$ cat src/rtl/vga_timing_pkg.sv
`default_nettype none
// ============================================================================
// Module   : vga_timing_pkg
// Brief    : 640x480@60 default timing constants and sync decode boundaries.
// Revision : 1.0
// ============================================================================
package vga_timing_pkg;

    localparam int H_ACTIVE = 640;
    localparam int H_FP     = 16;
    localparam int H_SYNC   = 96;
    localparam int H_BP     = 48;
    localparam int V_ACTIVE = 480;
    localparam int V_FP     = 10;
    localparam int V_SYNC   = 2;
    localparam int V_BP     = 33;

    localparam int H_TOTAL  = H_ACTIVE + H_FP + H_SYNC + H_BP;
    localparam int V_TOTAL  = V_ACTIVE + V_FP + V_SYNC + V_BP;

    localparam int HS_START = H_ACTIVE + H_FP;
    localparam int HS_END   = HS_START + H_SYNC;
    localparam int VS_START = V_ACTIVE + V_FP;
    localparam int VS_END   = VS_START + V_SYNC;

    localparam int CNT_MAX   = 1024;
    localparam int PIPE_MAX  = 7;

    // Idle value of the {hs, vs, blank} bundle: syncs inactive, blanking.
    localparam logic [2:0] SYNC_IDLE = 3'b110;

    function automatic logic in_window(input int v, input int lo, input int hi);
        return (v >= lo) && (v < hi);
    endfunction

endpackage
`default_nettype wire

$ cat src/rtl/vga_delay_line.sv
`default_nettype none
// ============================================================================
// Module   : vga_delay_line
// Brief    : Fixed-depth shift register with a synchronous reset value.
// Revision : 1.0
// ============================================================================
module vga_delay_line #(
    parameter int DEPTH = 2,
    parameter int WIDTH = 3
) (
    input  logic             clk,
    input  logic             rst,
    input  logic [WIDTH-1:0] rst_val,
    input  logic [WIDTH-1:0] din,
    output logic [WIDTH-1:0] dout
);

    generate
        if (DEPTH == 0) begin : g_bypass
            logic w_unused;
            assign w_unused = &{1'b0, clk, rst, rst_val};
            assign dout     = din;
        end else begin : g_shift
            logic [WIDTH-1:0] r_stage [DEPTH];

            always_ff @(posedge clk) begin
                if (rst) begin
                    for (int i = 0; i < DEPTH; i++) r_stage[i] <= rst_val;
                end else begin
                    r_stage[0] <= din;
                    for (int i = 1; i < DEPTH; i++) r_stage[i] <= r_stage[i-1];
                end
            end

            assign dout = r_stage[DEPTH-1];
        end
    endgenerate

endmodule
`default_nettype wire

$ cat src/rtl/vga_timing_gen.sv
`default_nettype none
// ============================================================================
// Module   : vga_timing_gen
// Brief    : Free-running VGA scan counters, sync/blank decode and delayed copies.
// Revision : 1.0
// ============================================================================
module vga_timing_gen #(
    parameter int H_ACTIVE   = vga_timing_pkg::H_ACTIVE,
    parameter int H_FP       = vga_timing_pkg::H_FP,
    parameter int H_SYNC     = vga_timing_pkg::H_SYNC,
    parameter int H_BP       = vga_timing_pkg::H_BP,
    parameter int V_ACTIVE   = vga_timing_pkg::V_ACTIVE,
    parameter int V_FP       = vga_timing_pkg::V_FP,
    parameter int V_SYNC     = vga_timing_pkg::V_SYNC,
    parameter int V_BP       = vga_timing_pkg::V_BP,
    parameter int PIPE_DELAY = 2
) (
    input  logic       vga_clk,
    input  logic       reset,
    output logic [9:0] DrawX,
    output logic [9:0] DrawY,
    output logic       hs,
    output logic       vs,
    output logic       blank,
    output logic       line_start,
    output logic       frame_start,
    output logic       hs_d,
    output logic       vs_d,
    output logic       blank_d
);
    import vga_timing_pkg::*;

    localparam int         c_h_total  = H_ACTIVE + H_FP + H_SYNC + H_BP;
    localparam int         c_v_total  = V_ACTIVE + V_FP + V_SYNC + V_BP;
    localparam logic [9:0] c_h_last   = 10'(c_h_total - 1);
    localparam logic [9:0] c_v_last   = 10'(c_v_total - 1);
    localparam int         c_hs_start = H_ACTIVE + H_FP;
    localparam int         c_hs_end   = c_hs_start + H_SYNC;
    localparam int         c_vs_start = V_ACTIVE + V_FP;
    localparam int         c_vs_end   = c_vs_start + V_SYNC;

    generate
        if (c_h_total > CNT_MAX || c_v_total > CNT_MAX) begin : g_bad_total
            $error("vga_timing_gen: H_TOTAL and V_TOTAL must not exceed 1024");
        end
        if (PIPE_DELAY < 0 || PIPE_DELAY > PIPE_MAX) begin : g_bad_delay
            $error("vga_timing_gen: PIPE_DELAY must be within 0..7");
        end
    endgenerate

    logic [9:0] r_h, r_v;
    logic [9:0] w_h_next, w_v_next;
    logic       w_h_wrap;
    logic       w_hs, w_vs, w_blank;
    logic       r_hs, r_vs, r_blank, r_line_start, r_frame_start;
    logic [2:0] w_sync_d;

    // Decode the next counter values so every output lands in a register.
    always_comb begin
        w_h_wrap = (r_h == c_h_last);
        w_h_next = w_h_wrap ? 10'd0 : r_h + 10'd1;
        w_v_next = r_v;
        if (w_h_wrap) begin
            w_v_next = (r_v == c_v_last) ? 10'd0 : r_v + 10'd1;
        end
        w_hs    = !in_window(int'(w_h_next), c_hs_start, c_hs_end);
        w_vs    = !in_window(int'(w_v_next), c_vs_start, c_vs_end);
        w_blank = (int'(w_h_next) < H_ACTIVE) && (int'(w_v_next) < V_ACTIVE);
    end

    always_ff @(posedge vga_clk) begin
        if (reset) begin
            r_h           <= c_h_last;
            r_v           <= c_v_last;
            r_hs          <= SYNC_IDLE[2];
            r_vs          <= SYNC_IDLE[1];
            r_blank       <= SYNC_IDLE[0];
            r_line_start  <= 1'b0;
            r_frame_start <= 1'b0;
        end else begin
            r_h           <= w_h_next;
            r_v           <= w_v_next;
            r_hs          <= w_hs;
            r_vs          <= w_vs;
            r_blank       <= w_blank;
            r_line_start  <= (w_h_next == 10'd0);
            r_frame_start <= (w_h_next == 10'd0) && (w_v_next == 10'd0);
        end
    end

    vga_delay_line #(
        .DEPTH (PIPE_DELAY),
        .WIDTH (3)
    ) u_sync_delay (
        .clk     (vga_clk),
        .rst     (reset),
        .rst_val (SYNC_IDLE),
        .din     ({r_hs, r_vs, r_blank}),
        .dout    (w_sync_d)
    );

    assign DrawX       = r_h;
    assign DrawY       = r_v;
    assign hs          = r_hs;
    assign vs          = r_vs;
    assign blank       = r_blank;
    assign line_start  = r_line_start;
    assign frame_start = r_frame_start;
    assign hs_d        = w_sync_d[2];
    assign vs_d        = w_sync_d[1];
    assign blank_d     = w_sync_d[0];

endmodule
`default_nettype wire
$ cat config.mk
export PLATFORM = sky130hd
export DESIGN_NAME = vga_timing_gen
export DESIGN_NICKNAME = d
export VERILOG_FILES = /design/src/rtl/vga_timing_pkg.sv /design/src/rtl/vga_delay_line.sv /design/src/rtl/vga_timing_gen.sv
export SDC_FILE = /design/constraint.sdc
export NUM_CORES = 1
export LEC_CHECK = 0
export CORE_MARGIN = 4
export CORE_UTILIZATION = 30
export CTS_BUF_LIST = sky130_fd_sc_hd__clkbuf_2 sky130_fd_sc_hd__clkbuf_4 sky130_fd_sc_hd__clkbuf_8
export CTS_CLUSTER_DIAMETER = 80
export DETAILED_ROUTE_END_ITERATION = 10
export DONT_BUFFER_PORTS = 1
export SYNTH_ARGS = -nofsm -noshare
export SYNTH_HDL_FRONTEND = slang
export SYNTH_SLANG_ARGS = --single-unit
export TNS_END_PERCENT = 10
$ cat constraint.sdc
create_clock -name vga_clk -period 2.2 [get_ports vga_clk]
set_input_delay 0.44 -clock vga_clk [delete_from_list [all_inputs] [get_ports vga_clk]]
set_output_delay 0.44 -clock vga_clk [all_outputs]
set_load 0.005 [all_outputs]
==> results of run 1 <==
[registers in the layout, indices dropped and copies added, names as in the netlist]
| signal | cells |
|---|---|
| hs | 1 |
| DrawY | 10 |
| DrawX | 10 |
| vs | 1 |
| u_sync_delay.g_shift.r_stage | 6 |
| line_start | 1 |
| blank | 1 |
| frame_start | 1 |
[final cells by class]
type / count / area share, %
Clock buffer: 5 / 2.94
Clock inverter: 3 / 1.87
Inverter: 8 / 1.50
Multi-Input combinational cell: 162 / 48.0
Sequential cell: 31 / 27.0
Tap cell: 72 / 3.85
Timing Repair Buffer: 45 / 14.9
[placed cells by master, fill, tap and decap left out, types with 5 or more instances in the layout]
cell type,count
sky130_fd_sc_hd__clkbuf_8,5
sky130_fd_sc_hd__nor3_1,8
sky130_fd_sc_hd__nand3_1,5
sky130_fd_sc_hd__dfxtp_1,26
sky130_fd_sc_hd__nand4_1,6
sky130_fd_sc_hd__or2_2,7
sky130_fd_sc_hd__o21ai_0,6
sky130_fd_sc_hd__nor2_1,23
sky130_fd_sc_hd__xnor2_1,8
sky130_fd_sc_hd__buf_4,42
sky130_fd_sc_hd__nand2_1,15
sky130_fd_sc_hd__inv_1,6
sky130_fd_sc_hd__a21oi_1,7
[worst max-delay path by stage]
stage | to | slack (ns) | depth (start not counted)
floorplan | vs$_SDFF_PP1_ | -0.007 | 9
global placement | frame_start$_SDFF_PP0_ | -0.05 | 8
detailed placement | vs$_SDFF_PP1_ | -0.05 | 8
CTS | vs$_SDFF_PP1_ | 0.01 | 9
global route | vs$_SDFF_PP1_ | -0.06 | 8
finish | vs$_SDFF_PP1_ | 0.01 | 6
[cell usage after synthesis, types with 3 or more instances]
| cell type | number |
|---|---|
| sky130_fd_sc_hd__dfxtp_1 | 31 |
| sky130_fd_sc_hd__nor2_1 | 24 |
| sky130_fd_sc_hd__nand2_1 | 16 |
| sky130_fd_sc_hd__buf_2 | 9 |
| sky130_fd_sc_hd__nor3_1 | 9 |
| sky130_fd_sc_hd__clkbuf_1 | 8 |
| sky130_fd_sc_hd__inv_1 | 8 |
| sky130_fd_sc_hd__xnor2_1 | 8 |
| sky130_fd_sc_hd__a21oi_1 | 7 |
| sky130_fd_sc_hd__o21ai_0 | 7 |
| sky130_fd_sc_hd__or2_2 | 7 |
| sky130_fd_sc_hd__nand4_1 | 6 |
| sky130_fd_sc_hd__and3_1 | 5 |
| sky130_fd_sc_hd__nand3_1 | 5 |
| sky130_fd_sc_hd__a31oi_1 | 4 |
| sky130_fd_sc_hd__nor4_1 | 4 |
| sky130_fd_sc_hd__ha_1 | 3 |
| sky130_fd_sc_hd__nand2b_1 | 3 |
| sky130_fd_sc_hd__nand4b_1 | 3 |
| sky130_fd_sc_hd__nor2b_1 | 3 |
| sky130_fd_sc_hd__o21bai_1 | 3 |
| sky130_fd_sc_hd__xor2_1 | 3 |
[power groups by stage]
stage,Combinational (mW),Clock (mW),Sequential [mW]
final,1.55,0.574,0.758
after detailed placement,1.47,0,0.765
after global placement,1.46,0,0.760
after global routing,1.71,0.614,0.773
after floorplan,0.883,0,0.777
after CTS,1.50,0.590,0.753
[per-stage QoR]
step	area (sq um)	util (%)	setup TNS, ns
floorplan	1850	-	-0.00695
global placement	2140	38.0	-0.0516
detailed placement	2140	38.0	-0.0464
CTS	2290	40.6	0
global route	2340	41.5	-0.0600
finish	2340	41.5	0
[cells by family after synthesis]
kind of cell             after synthesis  synth area share, %
AND/OR/NAND/NOR                      106                 34.6
AO/OA/AOI/OAI                         41                 15.7
flip-flops                            31                 34.6
buffers and inverters                 28                 7.11
XOR/XNOR                              11                 5.37
adder cells (fa/ha/maj)                3                 2.09
multiplexers                           1                0.558
[per-layer routing]
layer / track usage (%) / share of wire (%) / vias to the layer above
li1: - / - / 850
met1: 18.5 / 44 / 801
met2: 21.3 / 45 / 60
met3: 5.24 / 8.7 / 12
met4: 7.05 / 2.5 / 0
met5: 0 / 0 / -
[timing repair]
action                     CTS  global route
resized for setup            8            14
setup buffers                1             1
setup endpoints to repair    2             3
pin swaps                    3             7
==> results.txt, run 1 <==
The flow ran to the end, and the final reports show no timing, DRC or antenna violations. The tools report the startpoint of the worst hold path as reset. In this run the clock root is driven by a sky130_fd_sc_hd__clkbuf_8. Yosys mapped a number of flops with a built-in enable equal to 0.

The tools report the initial antenna violation count as 0. The number of antenna diodes in the final layout is 0. The origin of the worst setup path was DrawY[2]$_SDFF_PP1_. The first global-routing pass estimated 8.38 mm of wire. For this run, the leading register cell type out of synthesis is sky130_fd_sc_hd__dfxtp_1. TritonCTS built the clock tree. The headroom to the max-slew limit is 65.1%, and the count of warnings emitted by yosys is 0.

Cell type with the highest aggregate area in the netlist: sky130_fd_sc_hd__dfxtp_1. Total clock buffers created by CTS: 5. The worst hold path depth is 1. Summed over all layers, the routed wires come to 5.03 mm.

For the pin with the worst max-slew slack, the measured transition is 0.519 ns. A synthesized cell averages 8.12 sq um. The overall power consumption came out at 2.89 mW. After synthesis, the share of flip-flops with an asynchronous set or reset is 0%. For the highest attainable clock frequency, the log shows 457 MHz. The number of placed cells counting well taps is 316, and the count of placed standard cells in the final layout, fillers left out is 326. The analysis attributes to cell leakage a power of 0.890 nW.

The tools report the largest voltage drop on the vdd net as 0.396 mV. The worst reg-to-reg setup slack is 0.01 ns, and the share of the synthesized area in the top cell type is 34.6%. The internal power of the cells totals 1.75 mW. For this block, the via count after detailed routing is 1,723. The layout has 569 filler cells.

The number of different library cells used by synthesis comes to 56. Of all nets on the critical path, the largest fanout is 8. Of the total power, combinational logic draws 53.8%.

Summing every instance area after synthesis gives 1800 sq um. The die outline width works out to 85.4 microns. Setup violations remaining at the end of the flow were counted as 0.

The count of input and output buffers was 0; the placement row count was 27. Number of global-route vias before repair: 1,678. Kind of start point of the critical path: a register. After detailed routing, the average wire length per cell comes to 15.4 microns. Worst-case hold path end point: DrawX[7]$_SDFF_PP0_. Once detailed placement completed, the half-perimeter wirelength came to 3.67 mm. The clock passes through at most 2 buffers.

Die outline area: 7290 sq um. The detailed-router iteration count before antenna repair was 4. Net switching is 39.5% of the power. The delay of the slowest cell on the worst path is 0.47 ns. The floorplan step set the die height to 85.4 microns. Counting every instance in the synthesized netlist gives 221. The via density per instance is 5.29. After layout, the worst path uses 99.4% of the clock period. The post-route netlist has 33.5% of its cells at a drive strength greater than 1. From synthesis to final layout, the design area changed by 30.5%.

The largest net degree at the start of global routing is 28. The net switching power is 1.14 mW, and the required time of the critical path is 2.37 ns. At the end of routability-driven placement, the weighted congestion stood at 0.885. The tools report the H-tree depth as 2. For this run, the total global-route usage over all layers was measured as 14.5%. The power density relative to cell area was 1230 nW/um^2. The most repeated library cell on the critical path is sky130_fd_sc_hd__or3_4. The min-delay analysis places its worst path in the category primary input to register. Part of the power in the clock network: 19.9%. After detailed routing, the number of remaining DRC violations is 0. The combined buffer and inverter count along the critical path is 0. The tools report the post-place setup slack as -0.0464 ns.

The tightest hold path in the finished design has a slack of 0.196 ns. The number of hold buffers added after CTS was 0. For the number of max-slew violations in the final report, the log shows 0. Traced cell by cell, the critical path runs through nand4bb_1 -> or3_4 -> o21ai_2 -> a31oi_1 -> or3_4 -> or4_1. The clock transition at the registers of the reported paths is 0.08 ns. Yosys attributes the largest share of cell area to sky130_fd_sc_hd__dfxtp_1 35%, sky130_fd_sc_hd__nor2_1 5.0%, sky130_fd_sc_hd__xnor2_1 3.9%, sky130_fd_sc_hd__nand2_1 3.3%, sky130_fd_sc_hd__buf_2 2.5%.

In the final layout, the multi-input gates occupy 1120 sq um. The type of the worst setup path is register to register. Setup repair after global routing could not meet its margin everywhere.

The worst register-to-register path begins at DrawY[2]$_SDFF_PP1_. The worst path needs 2.19 ns of the cycle, external delays included. The number of nets handed over by synthesis was 226.

The sequential cell area in the final layout came out at 632 sq um. Summed over all layers, the global routing overflow is 0. Once routing completed, OpenROAD measured the worst setup slack at 0.0137 ns.

Of the synthesized area, sequential elements account for 34.6%. Max-cap violations in this run came to 0. The largest individual stage delay along the critical path comes from the cell sky130_fd_sc_hd__or4_1.

30 I/O pins were placed. The fraction of power consumed by sequential logic is 26.3%, and the count of final hold-check violations is 0. At the end of the flow, the number of nets in the layout was 258. The total core area was 5640 sq um; the clock insertion delay at the later pin of the skew report was 0.30 ns. Counting cells, the worst reg-to-reg path comes to 6. STA classifies the critical path endpoint as a register.

Between clock sinks in the finished design, the worst skew comes to 0.0133 ns. The residual antenna-violating net count after detailed routing is 0. At the worst endpoint, the arrival time is 2.35 ns.

The synthesis-stage register bit count came out at 31. Once the floorplan was initialized, standard cells occupied 31.8% of the core. For this block, the initial DRC count from the detailed router was 123. Clock tree synthesis found a total of 31 sinks.

The endpoint of the worst-slack reg-to-reg timing path is vs$_SDFF_PP1_. On the critical path the largest part of the delay comes from simple AND/OR/NAND/NOR gates.
(Power assumes the default switching activity.)
==> run 2, diff against run 1 <==
--- a/config.mk
+++ b/config.mk
@@ -5,6 +5,7 @@
 export SDC_FILE = /design/constraint.sdc
 export NUM_CORES = 1
 export LEC_CHECK = 0
+export CAP_MARGIN = 20
 export CORE_MARGIN = 4
 export CORE_UTILIZATION = 30
 export CTS_BUF_LIST = sky130_fd_sc_hd__clkbuf_2 sky130_fd_sc_hd__clkbuf_4 sky130_fd_sc_hd__clkbuf_8
==> results of run 2 <==
Final layout, timing and power as in run 1 (identical DEF).
==> run 3, diff against run 2 <==
--- a/config.mk
+++ b/config.mk
@@ -12,6 +12,7 @@
 export CTS_CLUSTER_DIAMETER = 80
 export DETAILED_ROUTE_END_ITERATION = 10
 export DONT_BUFFER_PORTS = 1
+export PLACE_DENSITY = 0.53
 export SYNTH_ARGS = -nofsm -noshare
 export SYNTH_HDL_FRONTEND = slang
 export SYNTH_SLANG_ARGS = --single-unit
==> results.txt, run 3 (synthesis gave the netlist of run 1 again) <==
The floorplan step set the die width to 85.4 microns. The critical path capture point is vs$_SDFF_PP1_. The worst register-to-register path has a depth of 8. After detailed routing, the number of remaining DRC violations is 0. The clock transition at the registers of the reported paths was 0.07 ns.

STA classifies the critical path startpoint as a register. Leaving out fill and tap cells, the most frequent cell in the layout is sky130_fd_sc_hd__buf_4. The first global-routing pass estimated 8.41 mm of wire.

The type of the worst setup path was register to register. The setup violation total in the final timing report was 0; the via density per instance was 5.38. For the pin with the worst max-slew slack, the measured transition is 0.497 ns.

Setup repair after global routing could not meet its margin everywhere. The endpoint type of the worst setup path was a register. The tools report the number of nets in the finished design as 261.

Endpoint of the worst-slack reg-to-reg timing path: vs$_SDFF_PP1_. The final core utilization is 41.3%, and the number of global-route vias before repair is 1,630. Wires add up to 5.12 mm.

Required time of the critical path: 2.37 ns. The floorplan step defined a die boundary enclosing 7290 sq um. The placement row count is 27. The run finished with clean final reports. The initial antenna violation count was 0; the routed length per placed instance was 15.6 microns. The total overflow left after global routing is 0. The largest buffer count on any clock path came out at 2. Clock tree root buffer cell: sky130_fd_sc_hd__clkbuf_8. The worst register-to-register path begins at DrawY[1]$_SDFF_PP0_. TritonCTS built the clock tree.

The logs give 0 for the number of hold-repair buffers added at the cts stage and 0.00816 ns for the largest clock skew in the final design. During placement, the flow inserted port buffers numbering 0. Power spread over the standard cell area amounts to 1240 nW/um^2. In this run the worst path has a maximum fanout of 3.

The run gives 28 as the largest net degree at the start of global routing. The tools report the placer congestion estimate as 0.878. For the largest voltage drop on the vdd net, the log shows 0.358 mV.

The tools report the H-tree depth as 2. In this run the worst setup path begins at DrawY[1]$_SDFF_PP0_. From bottom edge to top edge, the die measures 85.4 microns. The worst hold path belongs to the class primary input to register. Post-synthesis to final-layout area growth: 29.7%. The tools report the count of final hold-check violations as 0. Setup slack on the worst reg-to-reg path comes out at 0.03 ns.

The run gives 586 as the number of filler cells placed in the layout. For the worst setup path, the data arrival time is 2.33 ns. Across the run, the number of max-cap violations was 0.

For the half-perimeter wire length of the detailed placement result, the log shows 3.72 mm. The logs give 5 for the total clock buffers created by CTS and 1,771 for the via count. Clock tree synthesis found a total of 31 sinks. Of the cells placed in the final design, the portion with a size suffix greater than 1 is 33.1%. Dividing the final minimum period by the clock period gives 98.5%. For the total inserted antenna cells, the log shows 0.

The number of max-slew violations in the final report came out at 0. The library cells used most frequently in the layout, excluding fill and tap cells, are 48 x sky130_fd_sc_hd__buf_4, 26 x sky130_fd_sc_hd__dfxtp_1, 24 x sky130_fd_sc_hd__nor2_1, 16 x sky130_fd_sc_hd__nand2_1, 9 x sky130_fd_sc_hd__nor3_1. The starting density of the core is 31.8%, and the residual antenna-violating net count after detailed routing is 0. The worst hold path depth works out to 1. The clock insertion delay at the later pin of the skew report was 0.29 ns; the leakage power summed over all cells was 0.903 nW.

The logs give 30 for the number of top-level pins and 66.6% for the headroom to the max-slew limit. The aggregate global-route resource usage was 14.5%; the final sum of negative setup slack was 0 ns. The first TritonRoute pass finished after 4 iterations. Based on the critical path, the design can be clocked at up to 462 MHz. The run gives 140 as the number of violations reported at the end of detailed-routing iteration 0.

For the finished layout, the period the worst path requires is 2.17 ns. The core region is 5640 sq um.
-- run 3: how the worst min path moves through the flow --
stage / startpoint / to / slack, ns
floorplan: u_sync_delay.g_shift.r_stage[0][1]$_SDFF_PP1_ / u_sync_delay.g_shift.r_stage[0][4]$_SDFF_PP1_ / 0.39
global placement: u_sync_delay.g_shift.r_stage[0][1]$_SDFF_PP1_ / u_sync_delay.g_shift.r_stage[0][4]$_SDFF_PP1_ / 0.39
detailed placement: u_sync_delay.g_shift.r_stage[0][2]$_SDFF_PP1_ / u_sync_delay.g_shift.r_stage[0][5]$_SDFF_PP1_ / 0.39
CTS: reset / u_sync_delay.g_shift.r_stage[0][3]$_SDFF_PP0_ / 0.20
global route: reset / u_sync_delay.g_shift.r_stage[0][3]$_SDFF_PP0_ / 0.20
finish: reset / DrawY[1]$_SDFF_PP0_ / 0.21
-- run 3: power by group --
| group | total, mW | internal (mW) | switching (mW) |
|---|---|---|---|
| clock | 0.574 | 0.337 | 0.237 |
| combinational | 1.55 | 0.755 | 0.796 |
| sequential | 0.756 | 0.669 | 0.0877 |
-- run 3: layer usage --
metal  share of wire [%]  GRT usage [%]  vias to the layer above  wire length (microns)
met2                  44           21.5                       70                   2270
li1                    -              -                      857                      -
met4                 1.7           5.32                        0                     87
met5                   0              0                        -                      0
met1                  47           20.0                      836                   2400
met3                 7.1           3.79                        8                    362
-- run 3: per-stage QoR --
| stage | worst slack [ns] | hold WS (ns) | area [sq um] | total power [mW] | cells |
|---|---|---|---|---|---|
| after floorplan | -0.00695 | 0.389 | 1850 | 1.66 | 221 |
| after detailed placement | -0.129 | 0.394 | 2170 | 2.25 | 319 |
| final | 0.0338 | 0.213 | 2330 | 2.88 | 329 |
| after CTS | 0.0173 | 0.201 | 2300 | 2.87 | 328 |
| after global routing | -0.0270 | 0.198 | 2330 | 3.07 | 329 |
| after global placement | -0.120 | 0.390 | 2170 | 2.25 | 319 |
-- run 3: critical path: stages (launching register included) --
cell,delay (ns)
sky130_fd_sc_hd__dfxtp_4,0.36
sky130_fd_sc_hd__inv_4,0.07
sky130_fd_sc_hd__ha_4,0.14
sky130_fd_sc_hd__nand4bb_4,0.12
sky130_fd_sc_hd__or3_4,0.35
sky130_fd_sc_hd__o21ai_2,0.13
sky130_fd_sc_hd__a31oi_1,0.05
sky130_fd_sc_hd__or3_4,0.37
sky130_fd_sc_hd__or4_1,0.46
-- run 3: repair_timing --
action | in CTS | in global routing
buffers inserted | 1 | 1
endpoints found under the setup margin | 2 | 3
pin swaps | 1 | 8
cloned | 0 | 0
resized for setup | 6 | 7
-- run 3: cell type report --
class	instances	area [sq um]	area share, %
Multi-Input combinational cell	162	1100	47.3
Sequential cell	31	629	27.0
Timing Repair Buffer	48	360	15.5
Tap cell	72	90.1	3.87
Clock buffer	5	68.8	2.96
Clock inverter	3	43.8	1.88
Inverter	8	35.0	1.50
